===== config.mk =====
export PLATFORM = sky130hd
export DESIGN_NAME = vga_sync_gen_flat
export DESIGN_NICKNAME = d
export VERILOG_FILES = /design/src/rtl/vga_sync_gen_if.sv /design/src/rtl/vga_sync_gen.sv /design/src/flat_wrapper.sv
export SDC_FILE = /design/constraint.sdc
export NUM_CORES = 1
export LEC_CHECK = 0
export CAP_MARGIN = 5
export CORE_ASPECT_RATIO = 1.5
export CORE_MARGIN = 1.5
export CORE_UTILIZATION = 50
export DETAILED_ROUTE_END_ITERATION = 6
export GPL_ROUTABILITY_DRIVEN = 0
export PLACE_DENSITY = 0.85
export SYNTH_ARGS = -nofsm -noshare
export SYNTH_HDL_FRONTEND = slang
export SYNTH_SLANG_ARGS = --single-unit

===== constraint.sdc =====
create_clock -name clk -period 6.05 [get_ports clk]
set_clock_uncertainty 0.2 [all_clocks]
set_input_delay 0.605 -clock clk [delete_from_list [all_inputs] [get_ports clk]]
set_output_delay 0.605 -clock clk [all_outputs]
set_load 0.02 [all_outputs]

===== src/rtl/vga_sync_gen_if.sv =====
// ---------------------------------------------------------------------------
// vga_sync_gen_if
//   Raster timing bundle produced by vga_sync_gen and consumed by the
//   pixel/graphics stage.
//
//   p_tick       one-clk pulse per pixel period
//   x, y         current raster position (10 bits each)
//   en           visible-area flag
//   hsync/vsync  sync outputs at the configured polarity
//   line_start   one-clk pulse on the first clk where x shows 0
//   frame_start  one-clk pulse on the first clk where (x,y) shows (0,0)
//   frame_cnt    8-bit frame counter, wraps 255 -> 0
//
//   master : timing generator (drives everything)
//   slave  : graphics stage (observes everything)
// ---------------------------------------------------------------------------
interface vga_sync_gen_if;
  logic       p_tick;
  logic [9:0] x;
  logic [9:0] y;
  logic       en;
  logic       hsync;
  logic       vsync;
  logic       line_start;
  logic       frame_start;
  logic [7:0] frame_cnt;

  modport master (
    output p_tick, x, y, en, hsync, vsync, line_start, frame_start, frame_cnt
  );

  modport slave (
    input p_tick, x, y, en, hsync, vsync, line_start, frame_start, frame_cnt
  );
endinterface


===== src/rtl/vga_sync_gen.sv =====
// ---------------------------------------------------------------------------
// vga_sync_gen
//   VGA raster timing generator (640x480@60 by default). Divides the system
//   clock into a pixel tick, walks the raster and produces registered
//   position, visible-area and sync signals for the graphics stage.
//
// Ports
//   clk    in   system clock, rising edge
//   reset  in   synchronous, active-high reset
//   vga    master modport of vga_sync_gen_if (all outputs, all registered)
//
// Build option
//   VGA_SYNC_ALIGN_EN : when defined, en/hsync/vsync pass through one extra
//   register so they lag x/y by one clk, matching a one-cycle ROM read in
//   the graphics stage. x, y, p_tick, line_start, frame_start and frame_cnt
//   are never delayed. When undefined, en/hsync/vsync change on the same clk
//   as x/y.
// ---------------------------------------------------------------------------
module vga_sync_gen #(
  parameter int CLK_DIV   = 4,
  parameter int H_DISPLAY = 640,
  parameter int H_FRONT   = 16,
  parameter int H_SYNC    = 96,
  parameter int H_BACK    = 48,
  parameter int V_DISPLAY = 480,
  parameter int V_FRONT   = 10,
  parameter int V_SYNC    = 2,
  parameter int V_BACK    = 33,
  parameter int SYNC_POL  = 0
) (
  input  logic           clk,
  input  logic           reset,
  vga_sync_gen_if.master vga
);

  localparam int H_TOTAL = H_DISPLAY + H_FRONT + H_SYNC + H_BACK;
  localparam int V_TOTAL = V_DISPLAY + V_FRONT + V_SYNC + V_BACK;
  localparam int DIV_W   = $clog2(CLK_DIV);

  localparam logic [DIV_W-1:0] DIV_LAST = DIV_W'(CLK_DIV - 1);
  localparam logic [9:0] H_LAST   = 10'(H_TOTAL - 1);
  localparam logic [9:0] V_LAST   = 10'(V_TOTAL - 1);
  localparam logic [9:0] H_VIS    = 10'(H_DISPLAY);
  localparam logic [9:0] V_VIS    = 10'(V_DISPLAY);
  localparam logic [9:0] HS_FIRST = 10'(H_DISPLAY + H_FRONT);
  localparam logic [9:0] HS_LAST  = 10'(H_DISPLAY + H_FRONT + H_SYNC - 1);
  localparam logic [9:0] VS_FIRST = 10'(V_DISPLAY + V_FRONT);
  localparam logic [9:0] VS_LAST  = 10'(V_DISPLAY + V_FRONT + V_SYNC - 1);
  localparam logic       SYNC_ON  = (SYNC_POL != 0);

  // Counters are 10 bits wide; reject timings that cannot fit.
  if (H_TOTAL > 1024 || V_TOTAL > 1024) begin : g_size_check
    $error("vga_sync_gen: H_TOTAL and V_TOTAL must not exceed 1024");
  end
  if (CLK_DIV < 2) begin : g_div_check
    $error("vga_sync_gen: CLK_DIV must be at least 2");
  end

  logic [DIV_W-1:0] div_cnt;
  logic [DIV_W-1:0] div_next;
  logic             p_tick_q;
  logic [9:0]       x_q, y_q;
  logic [9:0]       x_next, y_next;
  logic             line_event, frame_event;
  logic             en_q, hsync_q, vsync_q;
  logic             line_start_q, frame_start_q;
  logic [7:0]       frame_cnt_q;
  logic             first_frame_q;  // next wrap to (0,0) opens frame 0

  // NOTE: every always_comb output gets a default first, so no path through
  // the block leaves a variable unassigned and no latch is inferred.
  always_comb begin
    div_next    = (div_cnt == DIV_LAST) ? '0 : div_cnt + DIV_W'(1);
    x_next      = x_q;
    y_next      = y_q;
    line_event  = 1'b0;
    frame_event = 1'b0;
    if (p_tick_q) begin
      if (x_q == H_LAST) begin
        x_next     = '0;
        line_event = 1'b1;
        if (y_q == V_LAST) begin
          y_next      = '0;
          frame_event = 1'b1;
        end else begin
          y_next = y_q + 10'd1;
        end
      end else begin
        x_next = x_q + 10'd1;
      end
    end
  end

  // NOTE: sequential state uses non-blocking assignments so every register
  // samples the pre-edge values, independent of statement order.
  // NOTE: the reset branch lists every register; there are no memories here,
  // so nothing is intentionally left out of reset.
  always_ff @(posedge clk) begin
    if (reset) begin
      div_cnt       <= '0;
      p_tick_q      <= 1'b0;
      x_q           <= H_LAST;
      y_q           <= V_LAST;
      en_q          <= 1'b0;
      hsync_q       <= ~SYNC_ON;
      vsync_q       <= ~SYNC_ON;
      line_start_q  <= 1'b0;
      frame_start_q <= 1'b0;
      frame_cnt_q   <= '0;
      first_frame_q <= 1'b1;
    end else begin
      div_cnt  <= div_next;
      // Registered from the next divider value so p_tick is high exactly
      // while div_cnt shows CLK_DIV-1.
      p_tick_q <= (div_next == DIV_LAST);
      x_q      <= x_next;
      y_q      <= y_next;
      // Decoded from next-state position so they land together with x/y.
      en_q     <= (x_next < H_VIS) && (y_next < V_VIS);
      hsync_q  <= (x_next >= HS_FIRST && x_next <= HS_LAST) ? SYNC_ON : ~SYNC_ON;
      vsync_q  <= (y_next >= VS_FIRST && y_next <= VS_LAST) ? SYNC_ON : ~SYNC_ON;
      // Event pulses last one clk, not a whole pixel period.
      line_start_q  <= line_event;
      frame_start_q <= frame_event;
      if (frame_event) begin
        first_frame_q <= 1'b0;
        if (!first_frame_q) begin
          frame_cnt_q <= frame_cnt_q + 8'd1;
        end
      end
    end
  end

  assign vga.p_tick      = p_tick_q;
  assign vga.x           = x_q;
  assign vga.y           = y_q;
  assign vga.line_start  = line_start_q;
  assign vga.frame_start = frame_start_q;
  assign vga.frame_cnt   = frame_cnt_q;

`ifdef VGA_SYNC_ALIGN_EN
  // One extra clk on the sync/visible signals to match the graphics ROM.
  logic en_d, hsync_d, vsync_d;

  always_ff @(posedge clk) begin
    if (reset) begin
      en_d    <= 1'b0;
      hsync_d <= ~SYNC_ON;
      vsync_d <= ~SYNC_ON;
    end else begin
      en_d    <= en_q;
      hsync_d <= hsync_q;
      vsync_d <= vsync_q;
    end
  end

  assign vga.en    = en_d;
  assign vga.hsync = hsync_d;
  assign vga.vsync = vsync_d;
`else
  assign vga.en    = en_q;
  assign vga.hsync = hsync_q;
  assign vga.vsync = vsync_q;
`endif

endmodule

===== src/flat_wrapper.sv =====
// flat-port wrapper written by rule: the top's interface ports become plain ports
module vga_sync_gen_flat 
#(
  parameter int CLK_DIV   = 4,
  parameter int H_DISPLAY = 640,
  parameter int H_FRONT   = 16,
  parameter int H_SYNC    = 96,
  parameter int H_BACK    = 48,
  parameter int V_DISPLAY = 480,
  parameter int V_FRONT   = 10,
  parameter int V_SYNC    = 2,
  parameter int V_BACK    = 33,
  parameter int SYNC_POL  = 0
)
  (clk, reset, vga_p_tick, vga_x, vga_y, vga_en, vga_hsync, vga_vsync, vga_line_start, vga_frame_start, vga_frame_cnt);
  vga_sync_gen_if vga_i ();
  input  logic clk;
  input  logic reset;
  output wire logic [$bits(vga_i.p_tick)-1:0] vga_p_tick;
  output wire logic [$bits(vga_i.x)-1:0] vga_x;
  output wire logic [$bits(vga_i.y)-1:0] vga_y;
  output wire logic [$bits(vga_i.en)-1:0] vga_en;
  output wire logic [$bits(vga_i.hsync)-1:0] vga_hsync;
  output wire logic [$bits(vga_i.vsync)-1:0] vga_vsync;
  output wire logic [$bits(vga_i.line_start)-1:0] vga_line_start;
  output wire logic [$bits(vga_i.frame_start)-1:0] vga_frame_start;
  output wire logic [$bits(vga_i.frame_cnt)-1:0] vga_frame_cnt;
  assign vga_p_tick = vga_i.p_tick;
  assign vga_x = vga_i.x;
  assign vga_y = vga_i.y;
  assign vga_en = vga_i.en;
  assign vga_hsync = vga_i.hsync;
  assign vga_vsync = vga_i.vsync;
  assign vga_line_start = vga_i.line_start;
  assign vga_frame_start = vga_i.frame_start;
  assign vga_frame_cnt = vga_i.frame_cnt;
  vga_sync_gen #(.CLK_DIV(CLK_DIV), .H_DISPLAY(H_DISPLAY), .H_FRONT(H_FRONT), .H_SYNC(H_SYNC), .H_BACK(H_BACK), .V_DISPLAY(V_DISPLAY), .V_FRONT(V_FRONT), .V_SYNC(V_SYNC), .V_BACK(V_BACK), .SYNC_POL(SYNC_POL)) u_core (.clk(clk), .reset(reset), .vga(vga_i));
endmodule

* Yosys cells after proc, flatten, opt, wreduce, memory -nomap -nowiden
Cells that the tools add are included.
** Word-level totals
- Register bits after elaboration :: 37
- Bits of input ports :: 2
- Output and inout bits :: 34
- Word-level logic and storage cells :: 44
** Operators by class
- $add $sub $neg :: 4
- Magnitude comparators :: 6
- Equality and inequality tests :: 4
- Multiplexer cells :: 12
- Bitwise logic cells :: 2
- Reductions and logical operators :: 5
** Operators with widths (count)
- two-way mux 10 bit :: 5
- adder 10 x 1 -> 10 bit, second input constant :: 2
- == test 10 bit, second input constant :: 2
- >= comparator 10 bit, second input constant :: 1
- >= comparator 10 x 9 -> 1 bit, second input constant :: 1
- <= comparator 10 bit, second input constant :: 1
- <= comparator 10 x 9 -> 1 bit, second input constant :: 1
- less-than comparator 10 bit, second input constant :: 1
- less-than comparator 10 x 9 -> 1 bit, second input constant :: 1
- adder 8 x 1 -> 8 bit, second input constant :: 1
- two-way mux 1 bit :: 6
- == test 2 bit, second input constant :: 2
- logical AND 1 bit :: 3
- adder 2 x 1 -> 2 bit, second input constant :: 1
- two-way mux 2 bit :: 1
- inverter 1 bit :: 2
- AND reduction 2 bit :: 1
- OR reduction 2 bit :: 1

* Logic depth before layout (Yosys ltp)
- Depth after elaboration :: 7
- Gate-level depth with buffers :: 8
- Gate-level depth less buffers :: 7

* Worst setup path after synthesis
No wires, ideal clock.
- Kind :: reg2reg
- Start :: register u_core.x_q[0] (netlist: u_core.vga.x[0])
- End :: register u_core.vsync_q (netlist: u_core.vga.vsync)
- Library setup time :: 135 ps
- Arrival :: 1875 ps
- Data required time :: 5715 ps
- Slack :: 3840 ps
- Cell stages (with the launch flop) :: 8
- Path buffers :: 1
- Period minus slack after synthesis :: 2210 ps
- Cells stage by stage :: dfxtp_1 -> ha_1 -> and4_1 -> and4_1 -> buf_4 -> mux2_2 -> a2bb2oi_1 -> nand4b_1
** Between the ends
- Cells in the longest elaborated chain, start to end :: 6
** Ends and longest elaborated chain
- from (decl) :: line vga_sync_gen.sv:62 : logic [9:0] x_q, y_q;
- from (signal assigned) :: line vga_sync_gen.sv:116 : x_q <= x_next;
- == test 10 bit * :: line vga_sync_gen.sv:79 : if (x_q == H_LAST) begin
- two-way mux 10 bit * :: line vga_sync_gen.sv:79
- two-way mux 10 bit * :: line vga_sync_gen.sv:78 : if (p_tick_q) begin
- >= comparator 10 x 9 -> 1 bit / <= comparator 10 x 9 -> 1 bit (equally long branches) :: line vga_sync_gen.sv:121 : vsync_q <= (y_next >= VS_FIRST && y_next <= VS_LAST) ? SYNC_ON : ~SYNC_ON;
- logical AND 1 bit * :: line vga_sync_gen.sv:121
- two-way mux 1 bit * :: line vga_sync_gen.sv:121
- to (signal assigned) :: line vga_sync_gen.sv:106 : vsync_q <= ~SYNC_ON;
- to (signal assigned) :: line vga_sync_gen.sv:121
- to (decl) :: line vga_sync_gen.sv:65 : logic en_q, hsync_q, vsync_q;
Every way passes the cells marked *; elsewhere a longest branch is shown, timed or not.
A chain may end at the register's enable or synchronous reset.

* Worst setup path after layout
- Start :: register u_core.x_q[0] (netlist: u_core.vga.x[0])
- End :: register u_core.frame_cnt_q[1] (netlist: u_core.vga.frame_cnt[1])
** Between the ends
- Cells in the longest elaborated chain, start to end :: 4
** Ends and longest elaborated chain
- == test 10 bit :: line vga_sync_gen.sv:79
- two-way mux 1 bit :: line vga_sync_gen.sv:79
- two-way mux 1 bit :: line vga_sync_gen.sv:78
- AND reduction 2 bit (no line)
- to (signal assigned) :: line vga_sync_gen.sv:128 : frame_cnt_q <= frame_cnt_q + 8'd1;
- to (decl) :: line vga_sync_gen.sv:67 : logic [7:0] frame_cnt_q;
No other way between the ends.

==> results.py <==
metrics = {
    "status": {
        "outcome": "complete, no violations",
    },
    "cells_and_area": {
        "layout_stage_area_growth_over_the_synthesis_result_pct": 19.4,
        "nets": 270,
        "drive_above_1_share": 0.106,
        "num_antenna_cells": 0,
        "register_area_sq_um": 741,
        "filler_cell_count": 334,
        "final_core_utilization": 0.631,
        "area_of_the_multi_input_gates_sq_um": 1250,
    },
    "yosys": {
        "synth_fp_nets": 246,
        "synth_top_cells_by_count": "sky130_fd_sc_hd__dfxtp_1 (37), sky130_fd_sc_hd__nor2_1 (22), sky130_fd_sc_hd__nand2_1 (17)",
        "ys_seq_elements": 37,
        "synth-edff-count": 0,
        "synth.distinct_cells": 52,
        "yosysWarningCount": 0,
        "synth-seq-area-share": 0.348,
        "synth-async-reset-ratio": 0,
        "yosys.area.top_type_share": 0.348,
        "number_of_instances_in_the_synthesized_netlist": 238,
        "synth_largest_area_cell": "sky130_fd_sc_hd__dfxtp_1",
        "synth_most_common_cell": "sky130_fd_sc_hd__dfxtp_1",
        "yosys_most_used_dff": "sky130_fd_sc_hd__dfxtp_1",
        "avg_cell_area_syn_sq_um": 8.95,
        "synth.top_cells.by_area": "sky130_fd_sc_hd__dfxtp_1 (35%), sky130_fd_sc_hd__xnor2_1 (4.5%), sky130_fd_sc_hd__nor2_1 (3.9%)",
        "post_synth_instance_area_sq_um": 2130,
    },
    "clock_tree": {
        "maximum_buffer_depth_of_the_clock_tree": 2,
        "post-cts-setup-buffer-count": 0,
        "post_cts_resized": 0,
        "h-tree-depth": 2,
        "cts_buf_count": 5,
        "post_cts_hold_buffer_count": 0,
        "ctsRootBufferMaster": "sky130_fd_sc_hd__clkbuf_8",
        "clock_latency_on_the_worst_skew_pair_ns": 0.30,
        "clkTransAtPathRegs_ns": 0.08,
        "cts.sink_count": 37,
        "cts_tree": "yes",
    },
    "sta": {
        "timing.final.setup_violations": 0,
        "hold_viol_final": 0,
        "tightest_slew_ns": 0.750,
        "maxSlewViolCount": 0,
        "setup_tns_ns": 0,
        "maxSlewHeadroom": 0.499,
        "min_cycle_time_layout_ns": 2.65,
        "grt_setup_unrepaired": "false",
        "period_share": 0.438,
        "fmax_mhz": 377,
    },
    "critical_path": {
        "timing.reg2reg.setup_slack_ns": 3.40,
        "cp-end-kind": "flop",
        "timing.critical_path.slowest_stage_cell": "sky130_fd_sc_hd__nand4_2",
        "ff_to_ff_start": "u_core.vga.x[0]",
        "regToRegEndpoint": "u_core.vga.frame_cnt[1]",
        "worst-r2r-cell-count": 6,
        "start_kind": "flop",
        "critPathKind": "flop to flop",
        "crit_arrival_ns": 2.63,
        "critical_path_peak_fanout": 22,
        "crit_path_max_cell_delay_ns": 0.61,
        "worstPathRequired_ns": 6.03,
        "cp_cell_sequence": "ha_1 -> and4_1 -> nand4_2 -> nor3_1 -> mux2i_1 -> nor2_1",
    },
    "die": {
        "die-area_sq_um": 4670,
        "die_height_microns": 82.9,
        "initial_utilization": 0.529,
        "pin_count": 36,
        "die_w_microns": 56.3,
        "rows": 28,
        "core-area_sq_um": 4030,
    },
    "global_routing": {
        "overall_global_routing_usage": 0.205,
        "globalRouteMet1Util": 0.227,
        "grt_pass1_vias": 1794,
        "number_of_antenna_violations_at_the_first_check_in_global_routing": 0,
        "grt_pass1_wl_microns": 7800,
        "groute.layer.met3.usage": 0.0514,
        "global_route_track_usage_on_met2": 0.355,
        "globalRoute.totalOverflow": 0,
        "grt.busiest_layer": "met2",
        "maximum_number_of_pins_on_one_net_before_global_route_repair": 37,
    },
    "pwr": {
        "comb_power_share": 0.169,
        "power.static_leakage_nw": 0.886,
        "power.share.clock": 0.371,
        "largest_voltage_drop_on_the_vdd_net_mv": 0.256,
        "switch_pwr_mw": 0.169,
        "p_int_mw": 0.421,
        "cellPowerDensity_nw_per_um2": 232,
        "swShare": 0.286,
        "p_seq_frac": 0.460,
    },
    "min_path": {
        "type_of_the_tightest_min_delay_check": "flop to flop",
        "hold_path_end": "u_core.div_cnt[0]",
        "min-delay-start": "u_core.div_cnt[0]",
        "worst_hold_path_cell_count": 1,
    },
    "placement": {
        "hpwlAfterDp_microns": 3190,
        "numPortBuffers": 35,
    },
    "detailed_routing": {
        "wire_per_inst_microns": 15.1,
        "drcViolationCount": 0,
        "drtAntennaViolNets": 0,
        "drtIter0Drc": 126,
        "routed_wl_microns": 4640,
        "iteration_count_of_the_initial_detailed_routing_pass": 5,
        "viasPerCell": 6.11,
        "number_of_vias_after_detailed_routing": 1882,
    },
    "job": {
        "maxCapViolations": 0,
    },
}
through the flow:
stage          area (sq um)  hold WS (ns)  setup slack [ns]  cells  power, mW
5_1_grt                2540         0.300              3.15    308      0.617
3_3_place_gp           2430         0.238              3.48    300      0.373
4_1_cts                2540         0.268              3.40    308      0.594
2_1_floorplan          2130         0.228              3.84    238      0.353
3_5_place_dp           2430         0.259              3.41    300      0.376
6_report               2540         0.262              3.40    308      0.590
critical path, delay by kind of cell, from the launching register on:
kind / cells / cell delay [ns]
and+or+nand+nor: 4 / 1.48
muxes: 1 / 0.23
DFF: 1 / 0.40
adders and majority gates: 1 / 0.22
area by class of cell:
type	instances	share of cell area
Sequential cell	37	0.291
Clock inverter	3	0.0182
Clock buffer	5	0.0271
Timing Repair Buffer	36	0.141
Inverter	6	0.00886
Multi-Input combinational cell	176	0.492
Tap cell	45	0.0221
routing by layer:
| metal | routed length, microns | up-vias |
|---|---|---|
| met5 | 0 | - |
| met4 | 138 | 0 |
| met3 | 256 | 19 |
| met2 | 2370 | 70 |
| met1 | 1870 | 881 |
| li1 | - | 912 |
power by group through the flow:
stage / clock (mW) / combinational (mW) / sequential (mW)
after floorplan: 0 / 0.0741 / 0.279
after global placement: 0 / 0.0972 / 0.276
after CTS: 0.223 / 0.100 / 0.271
after global routing: 0.235 / 0.109 / 0.274
final: 0.219 / 0.0999 / 0.272
after detailed placement: 0 / 0.0997 / 0.277
how the worst max path moves through the flow:
stage	slack (ns)	start	to
global placement	3.48	u_core.vga.x[0]	u_core.vga.frame_cnt[1]
CTS	3.40	u_core.vga.x[0]	u_core.vga.frame_cnt[1]
detailed placement	3.41	u_core.vga.x[0]	u_core.vga.frame_cnt[1]
global route	3.15	u_core.vga.x[0]	u_core.vga.frame_cnt[1]
floorplan	3.84	u_core.vga.x[0]	u_core.vga.vsync
finish	3.40	u_core.vga.x[0]	u_core.vga.frame_cnt[1]
layout by cell type, fill, tap and decap left out, types with 5 or more instances in the layout:
cell type,synthesis,final
sky130_fd_sc_hd__ha_1,6,6
sky130_fd_sc_hd__nand2_1,17,17
sky130_fd_sc_hd__dfxtp_1,37,37
sky130_fd_sc_hd__nand3_1,6,6
sky130_fd_sc_hd__nor2_1,22,22
sky130_fd_sc_hd__nor3_1,13,13
sky130_fd_sc_hd__inv_1,6,6
sky130_fd_sc_hd__o21bai_1,6,6
sky130_fd_sc_hd__xor2_1,5,5
sky130_fd_sc_hd__nand4_1,8,8
sky130_fd_sc_hd__and3_1,5,5
sky130_fd_sc_hd__xnor2_1,11,11
sky130_fd_sc_hd__clkbuf_8,0,5
sky130_fd_sc_hd__clkdlybuf4s50_1,0,35
sky130_fd_sc_hd__a21oi_1,7,7
sky130_fd_sc_hd__o21ai_0,9,9
registers in the layout, summed over array words and instances (netlist names):
name                    count
u_core.vga.hsync            1
u_core.vga.frame_cnt        8
u_core.div_cnt              2
u_core.first_frame_q        1
u_core.vga.vsync            1
u_core.vga.line_start       1
u_core.vga.en               1
u_core.vga.frame_start      1
u_core.vga.p_tick           1
u_core.vga.x               10
u_core.vga.y               10
logic make-up after synthesis:
family / after synthesis / synth area share
compound gates: 47 / 0.153
mux: 3 / 0.0147
xor+xnor: 16 / 0.0658
fa+ha+maj: 6 / 0.0353
buf+inv: 25 / 0.0652
simple gates: 104 / 0.318
flops: 37 / 0.348
Note: power is estimated with default switching activity, not from simulation.
